## config.mk

```make
export PLATFORM = sky130hd
export DESIGN_NAME = mult64_seq
export DESIGN_NICKNAME = d
export VERILOG_FILES = /design/src/rtl/mult64_seq.sv
export SDC_FILE = /design/constraint.sdc
export NUM_CORES = 1
export LEC_CHECK = 0
export BUFFER_PORTS_ARGS = -buffer_cell sky130_fd_sc_hd__buf_2
export CELL_PAD_IN_SITES_DETAIL_PLACEMENT = 0
export CELL_PAD_IN_SITES_GLOBAL_PLACEMENT = 1
export CORE_MARGIN = 5
export CORE_UTILIZATION = 40
export CTS_CLUSTER_SIZE = 30
export DETAILED_ROUTE_END_ITERATION = 10
export GPL_TIMING_DRIVEN = 0
export PLACE_DENSITY_LB_ADDON = 0.1
export SETUP_SLACK_MARGIN = 0.2
export SYNTH_ARGS = -nofsm -noshare
export SYNTH_HDL_FRONTEND = slang
export SYNTH_SLANG_ARGS = --single-unit
```

## constraint.sdc

```tcl
create_clock -name clk -period 3.7 [get_ports clk]
set_input_delay 0.37 -clock clk [delete_from_list [all_inputs] [get_ports clk]]
set_output_delay 0.37 -clock clk [all_outputs]
set_load 0.01 [all_outputs]
```

## src/rtl/mult64_seq.sv

```systemverilog
// Sequential radix-2 shift-add multiplier: WIDTH steps per operation, supports
// unsigned, signed and signed x unsigned operand modes via sign-magnitude.
module mult64_seq #(
    parameter int unsigned WIDTH = 64
) (
    input  logic             clk,
    input  logic             reset_n,
    input  logic             start,
    input  logic             flush,
    input  logic [1:0]       op,
    input  logic [WIDTH-1:0] a,
    input  logic [WIDTH-1:0] b,
    output logic             busy,
    output logic             done,
    output logic [WIDTH-1:0] prod_lo,
    output logic [WIDTH-1:0] prod_hi
);

    localparam int unsigned CW = $clog2(WIDTH) + 1;
    localparam int unsigned PW = 2 * WIDTH;

    typedef enum logic [1:0] {IDLE, RUN, FIX, DONE} state_t;

    state_t          state;
    state_t          state_nx;
    logic [CW-1:0]   cnt;
    logic [WIDTH-1:0] mcand;
    logic [PW-1:0]   acc;
    logic            neg;

    logic            a_signed;
    logic            b_signed;
    logic            neg_c;
    logic [WIDTH-1:0] a_mag;
    logic [WIDTH-1:0] b_mag;
    logic [WIDTH:0]  sum_c;
    logic [PW-1:0]   acc_step;
    logic [PW-1:0]   acc_fix;
    logic            last_step;

    // Operand conditioning: magnitude only for operands treated as signed
    always_comb begin
        a_signed = (op == 2'b01) || (op == 2'b10);
        b_signed = (op == 2'b01);
        a_mag    = (a_signed && a[WIDTH-1]) ? (~a + WIDTH'(1)) : a;
        b_mag    = (b_signed && b[WIDTH-1]) ? (~b + WIDTH'(1)) : b;
        case (op)
            2'b01:   neg_c = a[WIDTH-1] ^ b[WIDTH-1];
            2'b10:   neg_c = a[WIDTH-1];
            default: neg_c = 1'b0;
        endcase
    end

    // One shift-add step; the extra MSB of sum_c is the carry shifted back in
    always_comb begin
        sum_c     = {1'b0, acc[PW-1:WIDTH]} + (acc[0] ? {1'b0, mcand} : (WIDTH+1)'(0));
        acc_step  = {sum_c, acc[WIDTH-1:1]};
        acc_fix   = neg ? (~acc + PW'(1)) : acc;
        last_step = (cnt == CW'(WIDTH));
    end

    always_comb begin
        state_nx = state;
        case (state)
            IDLE: if (start && !flush) state_nx = RUN;
            RUN: begin
                if (flush)          state_nx = IDLE;
                else if (last_step) state_nx = FIX;
            end
            FIX:  state_nx = flush ? IDLE : DONE;
            DONE: state_nx = IDLE;
            default: state_nx = IDLE;
        endcase
    end

    always_ff @(posedge clk or negedge reset_n) begin
        if (!reset_n) begin
            state <= IDLE;
            busy  <= 1'b0;
            done  <= 1'b0;
        end else begin
            state <= state_nx;
            busy  <= (state_nx != IDLE);
            done  <= (state_nx == DONE);
        end
    end

    always_ff @(posedge clk or negedge reset_n) begin
        if (!reset_n) begin
            cnt     <= '0;
            mcand   <= '0;
            acc     <= '0;
            neg     <= 1'b0;
            prod_lo <= '0;
            prod_hi <= '0;
        end else begin
            case (state)
                IDLE: if (start && !flush) begin
                    mcand <= a_mag;
                    acc   <= {WIDTH'(0), b_mag};
                    neg   <= neg_c;
                    cnt   <= '0;
                end
                RUN: if (!flush && !last_step) begin
                    acc <= acc_step;
                    cnt <= cnt + CW'(1);
                end
                FIX: if (!flush) begin
                    prod_hi <= acc_fix[PW-1:WIDTH];
                    prod_lo <= acc_fix[WIDTH-1:0];
                end
                default: ;
            endcase
        end
    end

endmodule

```

=== Yosys cells after proc, flatten, opt, wreduce, memory -nomap -nowiden ===
Cells that the tools add are included.

* Register bits after elaboration: 332
* Input bits: 134
* Output and inout bits: 130
* Logic and storage cells: 57

* $add $sub $neg: 5
* Equal/unequal tests: 9
* Muxes and demuxes: 16
* Bitwise gates (word level): 5
* Reduce and logical (&&, ||, !) cells: 13

{| class="wikitable"
|+ Operators with widths
! cell !! count
|-
| two-way mux 128 bit || 3
|-
| one-hot mux 128 bit (2 select lines) || 1
|-
| two-way mux 64 bit || 3
|-
| adder 128 x 1 -> 128 bit (second input constant) || 1
|-
| adder 64 x 1 -> 64 bit (second input constant) || 2
|-
| inverter 128 bit || 1
|-
| inverter 64 bit || 2
|-
| adder 64 x 64 -> 65 bit || 1
|-
| two-way mux 7 bit || 2
|-
| one-hot mux 7 bit (2 select lines) || 1
|-
| == test 2 bit (second input constant) || 4
|-
| two-way mux 2 bit || 4
|-
| one-hot mux 2 bit (4 select lines) || 1
|-
| adder 7 x 1 -> 7 bit (second input constant) || 1
|-
| == test 7 bit (second input constant) || 1
|-
| == test 2 x 1 -> 1 bit (second input constant) || 2
|-
| logical AND 1 bit || 4
|-
| inequality test 2 bit (second input constant) || 2
|-
| AND reduction 2 bit || 2
|-
| nonzero test 2 bit || 2
|-
| AND reduction 3 bit || 1
|-
| zero test 1 bit || 2
|-
| zero test 2 bit || 1
|-
| one-hot mux 1 bit (2 select lines) || 1
|-
| 3 further kinds || 3
|}

=== Longest topological paths before layout ===
* Depth after elaboration: 5
* Depth in mapped cells: 15

=== Worst setup path before layout ===
No wires, ideal clock.

* Path kind: register to register
* Start point: reg acc[0]
* End point: reg acc[125]
* Arrival: 3.766 ns
* Data required time: 3.574 ns
* Slack: -0.193 ns
* Stages on the path, launching flop included: 16
* Period minus slack after synthesis: 3.893 ns
* Cells stage by stage: dfrtp_1 clkbuf_1 and2_1 ha_1 inv_1 fa_1 nor2b_1 o2111ai_1 a21boi_0 o211ai_1 a21oi_1 a31oi_1 o41a_1 o41ai_1 a31oi_1 a311o_1

* Longest elaborated chain between the ends: 4

{| class="wikitable"
|+ Ends and longest elaborated chain
! what !! line !! text
|-
| start, declared || 28 || <nowiki>logic [PW-1:0] acc;</nowiki>
|-
| start signal, assigned || 100 || <nowiki>acc <= {WIDTH'(0), b_mag};</nowiki>
|-
| start signal, assigned || 105 || <nowiki>acc <= acc_step;</nowiki>
|-
| two-way mux 64 bit || 56 || <nowiki>sum_c = {1'b0, acc[PW-1:WIDTH]} + (acc[0] ? {1'b0, mcand} : (WIDTH+1)'(0));</nowiki>
|-
| adder 64 x 64 -> 65 bit || 56 ||
|-
| two-way mux 128 bit || 104 || <nowiki>RUN: if (!flush && !last_step) begin</nowiki>
|-
| one-hot mux 128 bit (2 select lines) || 97 || <nowiki>case (state)</nowiki>
|}

Every way passes these cells. The select of a mux whose other input is x is not followed.
A chain may end at the register's enable or synchronous reset.

=== Final worst setup path ===
Same ends and word-level chain as after synthesis.

==> impl_metrics.py <==
metrics = {
    "outcome": {
        "outcome": "finished, violations left",
        "violations": "negative setup slack",
    },
    "synth": {
        "syn_area_mm2": 0.02247,
        "synth-edff-count": 0,
        "synth_fp_nets": 2990,
        "syn-mean-instance-area_um2": 8.071,
        "synthArstFlopShare": 1.000,
        "ys_types": 78,
        "synthTopCellsByArea": "dfrtp_1 37%, xor2_1 7.6%, nand2_1 7.3%",
        "synth_seq_cells": 332,
        "yosysTopAreaCell": "dfrtp_1",
        "yosys_warnings": 0,
        "synthFlopType": "dfrtp_1",
        "synth_top_area_share": 0.3697,
        "postSynthCellCount": 2784,
        "seq_area_frac_synth": 0.3697,
    },
    "hold_path": {
        "hp-class": "primary input to flip-flop",
        "worstHoldPathCells": 3,
        "hp-start": "a[1]",
        "min_to": "mcand[1]$_DFFE_PN0P_",
    },
    "setup_path": {
        "critPathCaptureType": "flip-flop",
        "crit_required_ns": 4.15,
        "start_kind": "flip-flop",
        "worst_ep_arrival_time_ns": 4.41,
        "r2r-start": "acc[0]$_DFFE_PN0P_",
        "regToRegSetupSlack_ns": -0.25,
        "reg2reg_depth": 16,
        "crit_fanout": 4,
        "critical_path_class": "flip-flop to flip-flop",
        "r2r_end": "acc[125]$_DFFE_PN0P_",
    },
    "layout": {
        "final_core_util": 0.5073,
        "nets": 3374,
        "multiInputGateArea_mm2": 0.01459,
        "area_growth_pct": 25.12,
        "drive_above_1_share": 0.1963,
        "seq_area_mm2": 0.008312,
        "num_antenna_cells": 0,
        "nFillCells": 5488,
        "finalNonFillerCells": 3948,
    },
    "floorplan": {
        "die_area_mm2": 0.06102,
        "io_pins": 264,
        "rows": 86,
        "coreArea_mm2": 0.05542,
        "die_h_um": 247.0,
        "die_x_um": 247.0,
        "initial_utilization": 0.4055,
    },
    "grt": {
        "grt_pass1_wl_um": 131900,
        "grt_pass1_vias": 22130,
        "grt_max_degree": 121,
        "grt-ovfl-total": 0,
        "antenna_found_initial": 1,
        "grt_util_all_layers": 0.2790,
    },
    "placement": {
        "place.port_buffers": 260,
        "globalplace.congestion": 0.9849,
        "dpl.cell_count": 3796,
        "dpl_worst_slack_ns": -1.203,
        "place_hpwl_um": 68100,
    },
    "detailed_routing": {
        "wirelength_um": 88120,
        "first_pass_iters": 5,
        "drt_iter0_markers": 1485,
        "drtAntennaViolNets": 0,
        "remaining_drc_errors": 0,
        "wl_per_cell_um": 22.32,
        "viasPerCell": 5.662,
        "vias": 22350,
    },
    "timing": {
        "grt_setup_unrepaired": "true",
        "final.setup.worst_slack_ns": -0.2546,
        "tightest_slew_ns": 1.430,
        "finalSetupViolations": 3,
        "slew_headroom": 0.04679,
        "finClkSkew_ns": 0.02679,
        "finalCritPeriodShare": 1.069,
        "min_period_ns": 3.955,
        "fmax_mhz": 252.9,
        "maxSlewViolCount": 0,
        "finalHoldViolations": 0,
    },
    "cts": {
        "clock_latency_ns": 0.59,
        "cts_buffers": 40,
        "h-tree-depth": 2,
        "cts_tree": "yes",
        "clockRootBuffer": "clkbuf_16",
        "path_clk_slew_ns": 0.06,
        "cts.sinks": 332,
        "clockBufferDepth": 3,
    },
    "flow_run": {
        "maxCapViolCount": 0,
    },
    "power_and_ir_drop": {
        "ir_drop_uv": 326.2,
        "p_per_area_mw_per_mm2": 614.0,
        "leakagePower_nw": 12.05,
    },
}
-- placed cells by master, fill, tap and decap left out, drive strengths merged, types with 20 or more instances in the layout --
master  count
or4        45
a21oi     170
nand2     437
a21o       40
nand2b     20
clkbuf    191
dfrtp     332
nand4      34
o41ai      30
nor2      175
buf       370
nand3      77
nor3       64
ha         71
o31ai      51
nor4       35
a31oi      23
xnor2     109
inv        39
xor2      196
or3        46
and2       70
o21ai     422
-- report_power, final --
group	leakage [nW]	switching (W)	internal, W
Combinational	7.28	0.00454	0.00286
Clock	0.682	0.00166	0.00250
Sequential	4.09	0.00127	0.00443
-- metal layers --
metal,GRT usage,part of all wire,vias up
met5,0,0,-
met4,0.09764,0.038,0
met3,0.03815,0.059,182
met2,0.4712,0.47,762
met1,0.3682,0.43,10770
li1,-,-,10640
-- cell usage after synthesis (16+ instances only) --
cell type and number:
nor3_1 61, xor2_1 196, buf_1 16, or3_1 43, inv_1 37, o41ai_1 27, xnor2_1 109, ha_1 71
clkbuf_1 143, dfrtp_1 332, o31ai_1 50, nand2b_1 20, a21o_1 40, a21oi_1 170, nand4_1 34, o21ai_0 285
a31oi_1 23, and2_1 69, nand3_1 77, o21ai_1 137, nand2_1 437, or4_1 43, nor2_1 174, nor4_1 35
-- through the flow --
step | setup TNS (ns) | hold slack, ns | area (um^2) | total power, W
3_3_place_gp | -1490.80 | 0.4558 | 24730 | 0.01196
4_1_cts | -0.8812 | 0.07825 | 27050 | 0.01660
6_report | -0.7340 | 0.09840 | 28110 | 0.01726
3_5_place_dp | -58.93 | 0.3334 | 24840 | 0.01205
5_1_grt | -1.505 | 0.1111 | 28110 | 0.01829
2_1_floorplan | 0 | 0.07441 | 22490 | 0.009700
-- sequential cells by signal, summed over array words and instances, names as in the netlist --
name     cells
acc        128
mcand       64
prod_lo     64
state        2
done         1
busy         1
neg          1
cnt          7
prod_hi     64
-- worst max-delay path, cell delays in order, from the launching register on --
cell       delay (ns)
dfrtp_2          0.51
clkbuf_16        0.18
and2_4           0.17
ha_4             0.14
inv_2            0.03
fa_2             0.38
nor2b_4          0.18
o2111ai_4        0.13
a21boi_2         0.18
o211ai_1         0.16
a21oi_2          0.18
buf_6            0.14
a31oi_4          0.10
o41a_1           0.41
o41ai_4          0.49
a31oi_1          0.14
a311o_1          0.28
-- worst max-delay path by stage --
stage	start	end	slack [ns]	cells past startpoint
after floorplan	acc[0]$_DFFE_PN0P_	acc[125]$_DFFE_PN0P_	0.23	15
after global placement	reset_n	mcand[57]$_DFFE_PN0P_	-4.30	1
after detailed placement	acc[0]$_DFFE_PN0P_	acc[123]$_DFFE_PN0P_	-1.20	13
after CTS	acc[0]$_DFFE_PN0P_	acc[125]$_DFFE_PN0P_	-0.20	16
after global routing	acc[0]$_DFFE_PN0P_	acc[121]$_DFFE_PN0P_	-0.43	16
final	acc[0]$_DFFE_PN0P_	acc[125]$_DFFE_PN0P_	-0.25	16
-- kinds of logic (layout without fill, tap and decap cells) --
logic type / Yosys count / after routing / share of synthesized area
fa+ha+maj: 72 / 72 / 0.04043
xor+xnor: 305 / 305 / 0.1189
compound gates: 801 / 801 / 0.2059
mux: 4 / 4 / 0.001782
flops: 332 / 332 / 0.3697
simple gates: 1070 / 1070 / 0.2296
buf+inv: 200 / 616 / 0.03369
-- timing repair --
| action | 4_1_cts | 5_1_grt |
|---|---|---|
| endpoints found under the hold margin | 58 | 0 |
| setup endpoints to repair | 165 | 108 |
| pin swaps | 35 | 74 |
| resized for setup | 115 | 207 |
| hold buffers | 2 | 0 |
| setup buffers | 40 | 37 |
-- final cells by class --
type                    instances  area share
multi-input cells            2252      0.5188
flip-flops and latches        332      0.2956
repair buffers                343     0.07259
clock buffers                  59     0.04210
well taps                     748     0.03329
plain buffers                 161     0.02559
clock inverters                15    0.006898
inverters                      38    0.005073
No activity file was read; power rests on OpenSTA's default activity.
